File: src/rtl/sha256_ctrl_pkg.sv
// Shared control definitions for the SHA-256 compression engine.
// Holds the block-sequencing state encoding and the round geometry used by
// the round sequencer, the round datapath and the message schedule.
package sha256_ctrl_pkg;

  localparam int unsigned NUM_ROUNDS = 64;  // compression rounds per block
  localparam int unsigned IDX_WIDTH  = 6;   // round index width
  localparam int unsigned MSG_WORDS  = 16;  // rounds that take W from the message

  typedef enum logic [2:0] {
    IDLE  = 3'd0,
    LOAD  = 3'd1,
    ROUND = 3'd2,
    FINAL = 3'd3,
    DONE  = 3'd4
  } sha_state_t;

endpackage

File: src/rtl/sha256_round_index_counter.sv
// Round index register for the SHA-256 sequencer.
//   clock    : rising-edge clock
//   reset    : asynchronous active-low reset (clears count)
//   clear    : synchronous clear to 0 (wins over enable)
//   enable   : advance by one; saturates at TERMINAL
//   count    : current round index
//   terminal : count == TERMINAL
module sha256_round_index_counter
  import sha256_ctrl_pkg::*;
#(
  parameter int unsigned WIDTH    = IDX_WIDTH,
  parameter int unsigned TERMINAL = NUM_ROUNDS - 1
) (
  input  logic             clock,
  input  logic             reset,
  input  logic             clear,
  input  logic             enable,
  output logic [WIDTH-1:0] count,
  output logic             terminal
);

  localparam logic [WIDTH-1:0] TC = WIDTH'(TERMINAL);

  assign terminal = (count == TC);

  always_ff @(posedge clock or negedge reset) begin
    if (!reset) begin
      count <= '0;
    end else if (clear) begin
      count <= '0;
    end else if (enable && !terminal) begin
      count <= count + 1'b1;
    end
  end

endmodule

File: src/rtl/sha256_round_sequencer.sv
// Control FSM sequencing one 512-bit SHA-256 block compression:
// IDLE -> LOAD (message handshake) -> ROUND x NUM_ROUNDS -> FINAL -> DONE.
//   clock       : rising-edge clock
//   reset       : asynchronous active-low reset
//   start       : compress one block (sampled in IDLE only)
//   msg_valid   : message block present; accepted with msg_ready
//   stall       : freeze round advance this cycle
//   abort       : synchronous cancel of the current block
//   msg_ready   : high in LOAD
//   round_index : current round number (registered)
//   round_valid : datapath executes round_index this cycle
//   first_round : round_valid on round 0
//   last_round  : round_valid on round NUM_ROUNDS-1
//   w_from_msg  : round_valid on a round that takes W from the message
//   final_add   : single FINAL cycle, add working vars into H
//   busy        : not IDLE
//   done        : one-cycle pulse in DONE
module sha256_round_sequencer
  import sha256_ctrl_pkg::*;
#(
  parameter int unsigned NUM_ROUNDS = sha256_ctrl_pkg::NUM_ROUNDS,
  parameter int unsigned IDX_WIDTH  = sha256_ctrl_pkg::IDX_WIDTH,
  parameter int unsigned MSG_WORDS  = sha256_ctrl_pkg::MSG_WORDS
) (
  input  logic                 clock,
  input  logic                 reset,
  input  logic                 start,
  input  logic                 msg_valid,
  input  logic                 stall,
  input  logic                 abort,
  output logic                 msg_ready,
  output logic [IDX_WIDTH-1:0] round_index,
  output logic                 round_valid,
  output logic                 first_round,
  output logic                 last_round,
  output logic                 w_from_msg,
  output logic                 final_add,
  output logic                 busy,
  output logic                 done
);

  localparam logic [IDX_WIDTH-1:0] MSG_LIMIT = IDX_WIDTH'(MSG_WORDS);

  sha_state_t state_q, state_d;
  logic       idx_clear;
  logic       idx_enable;
  logic       idx_last;

  always_ff @(posedge clock or negedge reset) begin
    if (!reset) begin
      state_q <= IDLE;
    end else begin
      state_q <= state_d;
    end
  end

  always_comb begin
    state_d = state_q;
    case (state_q)
      IDLE:    if (start)               state_d = LOAD;
      LOAD:    if (msg_valid)           state_d = ROUND;
      ROUND:   if (!stall && idx_last)  state_d = FINAL;
      FINAL:                            state_d = DONE;
      DONE:                             state_d = IDLE;
      default:                          state_d = IDLE;
    endcase
    if (abort && (state_q != IDLE)) begin
      state_d = IDLE;
    end
  end

  // The index is cleared on every entry to IDLE (completion or abort), so it
  // is already 0 when LOAD hands over to the first round; during FINAL and
  // DONE it holds at the last round.
  assign idx_clear  = (state_d == IDLE);
  assign idx_enable = (state_q == ROUND) && !stall && !abort;

  sha256_round_index_counter #(
    .WIDTH    (IDX_WIDTH),
    .TERMINAL (NUM_ROUNDS - 1)
  ) u_index (
    .clock    (clock),
    .reset    (reset),
    .clear    (idx_clear),
    .enable   (idx_enable),
    .count    (round_index),
    .terminal (idx_last)
  );

  always_comb begin
    msg_ready   = (state_q == LOAD);
    round_valid = (state_q == ROUND) && !stall;
    first_round = round_valid && (round_index == '0);
    last_round  = round_valid && idx_last;
    w_from_msg  = round_valid && (round_index < MSG_LIMIT);
    final_add   = (state_q == FINAL);
    busy        = (state_q != IDLE);
    done        = (state_q == DONE);
  end

endmodule

File: config.mk
export PLATFORM = sky130hd
export DESIGN_NAME = sha256_round_sequencer
export DESIGN_NICKNAME = d
export VERILOG_FILES = /design/src/rtl/sha256_ctrl_pkg.sv /design/src/rtl/sha256_round_index_counter.sv /design/src/rtl/sha256_round_sequencer.sv
export SDC_FILE = /design/constraint.sdc
export NUM_CORES = 1
export LEC_CHECK = 0
export CORE_MARGIN = 8
export CORE_UTILIZATION = 38
export CTS_CLUSTER_SIZE = 30
export DETAILED_ROUTE_END_ITERATION = 10
export PLACE_DENSITY = 0.72
export RECOVER_POWER = 100
export REMOVE_ABC_BUFFERS = 1
export SYNTH_ARGS = -nofsm -noshare
export SYNTH_HDL_FRONTEND = slang
export SYNTH_SLANG_ARGS = --single-unit
File: constraint.sdc
create_clock -name clock -period 1.73 [get_ports clock]
set_input_delay 0.2595 -clock clock [delete_from_list [all_inputs] [get_ports clock]]
set_output_delay 0.2595 -clock clock [all_outputs]
set_load 0.05 [all_outputs]
### After elaboration in Yosys (flattened, before gate mapping)

Cells that the tools add are included.

* bits in registers: 9
* bits in latches: 0
* RAM bits: 0
* ROM bits: 0
* input port bits: 6
* logic and storage cells: 32
* memories: 0

* $add $sub $neg: 1
* $mul: 0
* divide/modulo/power cells: 0
* order comparisons: 1
* eq/ne operators: 5
* shifts and indexed selects: 0
* mux-type cells: 7
* bitwise logic cells: 0
* reduce and logical (&&, ||, !) cells: 16

Operators by type and width (number)
* 2-to-1 mux 3 bit: 4
* 2-to-1 mux 6 bit: 2
* one-hot mux 3 bit (4 select lines): 1
* logical AND 1 bit: 8
* adder 6 x 1 -> 6 bit (second input constant): 1
* == test 3 x 2 -> 1 bit (second input constant): 2
* == test 6 bit (second input constant): 1
* zero test 3 bit: 2
* zero test 6 bit: 1
* less-than comparator 6 x 5 -> 1 bit (second input constant): 1
* == test 3 x 1 -> 1 bit (second input constant): 1
* == test 3 bit (second input constant): 1
* zero test 1 bit: 3
* nonzero test 3 bit: 1
* nonzero test 2 bit: 1

### Depth between registers and ports, before layout

* word-level depth: 7
* mapped depth: 6

### By module

From an unflattened synthesis, not the netlist that was laid out.

* cells, all modules: 67
* area, all modules: 618.1 um^2

Modules (own cells, without submodules)
* sha256_round_index_counter: instances 1, cells each 39, area each 380.4 um^2, sequential area each 150.1 um^2
* sha256_round_sequencer: instances 1, cells each 28, area each 237.7 um^2, sequential area each 75.1 um^2

### Worst setup path before layout

Ideal clock, no wire load.

* path kind: register to output
* start point: reg state_q[0]
* end point: out first_round
* arrival time: 2.751 ns
* data required time: 1.470 ns
* path slack: -1.280 ns
* cell stages (with the launch flop): 5
* path through: dfrtp_1 -> buf_6 -> or4b_4 -> nor3_1 -> and3_1

* longest elaborated chain between the ends: 3

RTL lines
* start: declaration: RTL line sha256_round_sequencer.sv:44 `sha_state_t state_q, state_d;`
* start signal: assignment: RTL line sha256_round_sequencer.sv:53 `state_q <= state_d;`
* == test 3 x 2 -> 1 bit: RTL line sha256_round_sequencer.sv:92 `round_valid = (state_q == ROUND) && !stall;`
* logical AND 1 bit: RTL line sha256_round_sequencer.sv:92
* logical AND 1 bit: RTL line sha256_round_sequencer.sv:93 `first_round = round_valid && (round_index == '0);`
* end: declaration: RTL line sha256_round_sequencer.sv:34 `output logic first_round,`

Every way passes these cells.

### Worst setup path in the final report

Ends and elaborated chain as after synthesis.

==> flow_summary.ini <==
[detailed_routing]
wire_per_inst_um = 14.2
drtAntennaViolNets = 0
drt_iter0_drc = 8
drc = 0
num_vias = 570
drtPass1Iterations = 4
routed_wl_um = 1550
avgViaCountPerCell = 5.23

[finish]
stdcell_count = 109
fin_nets = 102
layout_common_cells = buf_4 (10), dfrtp_1 (9), nor2_1 (7), clkbuf_1 (7), buf_12 (7)
area_growth_syn_to_layout_pct = 65.9
diodes = 0
mostFrequentLayoutCell = buf_4
drive_gt1_frac = 0.333
fin_area_sq_um = 936

[floorplanning]
rows = 14
ios = 20
fp.dieW_um = 54.5
initial_core_util = 0.388
core_sq_um = 1450
design.die.area_sq_um = 2970
dieHeight_um = 54.5

[critical_path]
path_cells = or4b_4 > nor3_4 > and3_4 > buf_12
max_stage_delay_ns = 0.56
path_max_fanout = 3
slowest_stage = or4b_4
critPathKind = reg -> out
cp-start-kind = flop
r2r-start = state_q[0]
end_kind = output port
ff2ff_path_depth = 6
regToRegSetupSlack_ns = -0.02
required_ns = 1.47
r2r-end = u_index.count[1]
cp.arrival_ns = 1.69

[sta]
fmax_ghz = 0.512
post-route-period-util = 1.13
hold_viol = 0
whs_ns = 0.371
rsz0062_at_grt = yes
setup_ws_ns = -0.224
tns_ns = -0.812
slew_headroom = 0.602
skew_ns = 0.00112
drv_slew = 0
fin_crit_ns = 1.95
setup_viol = 6
worstMarginPinSlew_ns = 0.600

[clock_network]
cts_max_level = 1
cts_made_buffers = 3
cts-root-buf = clkbuf_4
worst_skew_pair.late_latency_ns = 0.26
numClockSinks = 9
cts_tree = done
cts_hold_buf = 0
clkTransAtPathRegs_ns = 0.06
clockBufferDepth = 2

[grt]
grt_usage = 0.115
grt_pass1_vias = 545
grt_pass1_wl_um = 2430
grt-ovfl-total = 0
grt_max_degree = 10
antenna_found_initial = 0

[min_path]
hold_path.class = in -> async

[synth]
ys_seq_area_frac = 0.399
synthFlopType = dfrtp_1
synth-edff-count = 0
syn_inst = 61
synth_seq_cells = 9
synth_cell_type_count = 28
syn_area_sq_um = 564
async_flop_share = 1.00
yosysWarningCount = 0
syn_avg_cell_area_sq_um = 9.25

[placed_design]
dp_cells = 104
gp_congestion = 0.795
dpl_cell_area_sq_um = 883
io_buffers = 19
dp_hpwl_um = 1210

[status]
status = finished, violations left
failed_checks = setup timing

[pwr]
ir_worst_vdd_mv = 0.355
p_per_area_nw_per_um2 = 836
p_leak_nw = 0.436

[job]
drv_cap = 0
[critical path: cells and delay by family, from the launching register on]
family                 cells  cell delay, ns
DFF                        1            0.39
and+or+nand+nor            3            0.91
buffers and inverters      1            0.13
[cell usage after synthesis, drive strengths merged, types with 2 or more instances]
master / instances / share of area
nand2: 5 / 0.033
nor3: 5 / 0.044
dfrtp: 9 / 0.40
a211oi: 2 / 0.027
ha: 2 / 0.044
mux2i: 5 / 0.089
inv: 5 / 0.033
nor2: 8 / 0.053
or2: 2 / 0.022
and3: 2 / 0.024
[per-layer routing]
metal,part of all wire,GRT usage
met1,0.39,0.123
met2,0.53,0.198
met5,0,0
met4,0.014,0.0615
met3,0.064,0.0353
[layout make-up]
class                           instances  area [sq um]
Inverter                                6          23.8
Sequential cell                         9           225
Clock buffer                            4          26.3
Timing Repair Buffer                   29           302
Fill cell                             118           518
Tap cell                               16          20.0
Multi-Input combinational cell         45           339
[power by group]
| group | internal, mW | total (mW) | switching (mW) |
|---|---|---|---|
| registers | 0.224 | 0.233 | 0.00911 |
| clock network | 0.0889 | 0.163 | 0.0741 |
| logic | 0.177 | 0.387 | 0.209 |
[through the flow]
stage          utilization  power [mW]  worst slack [ns]
3_3_place_gp         0.608       0.582            -0.295
4_1_cts              0.641       0.764            -0.228
5_1_grt              0.644       0.825            -0.261
3_5_place_dp         0.608       0.590            -0.303
6_report             0.644       0.782            -0.224
2_1_floorplan            -       0.430             -1.25
[worst max path at each step]
stage / slack (ns) / endpoint / from
final: -0.22 / first_round / state_q[0]
after global routing: -0.26 / last_round / state_q[0]
after CTS: -0.23 / first_round / state_q[0]
after detailed placement: -0.30 / first_round / stall
after global placement: -0.29 / first_round / stall
after floorplan: -1.25 / first_round / state_q[0]
[timing repair]
item                                   4_1_cts  5_1_grt
buffers inserted                             1        0
endpoints found under the hold margin        0        0
pin swaps                                    2        1
setup endpoints to repair                    8       12
resized for setup                            5        7
[sequential cells by signal, indices dropped and copies added, names as in the netlist]
signal,cells
u_index.count,6
state_q,3
[kinds of logic after synthesis]
kind of cell	count (synthesis)	share of synthesized area
buffers and inverters	7	0.0621
xor gates and xnor gates	2	0.0310
muxes	5	0.0887
DFF	9	0.399
and+or+nand+nor	29	0.277
adders and majority gates	2	0.0443
AOI/OAI and AO/OA	7	0.0975
(Power assumes the default switching activity.)
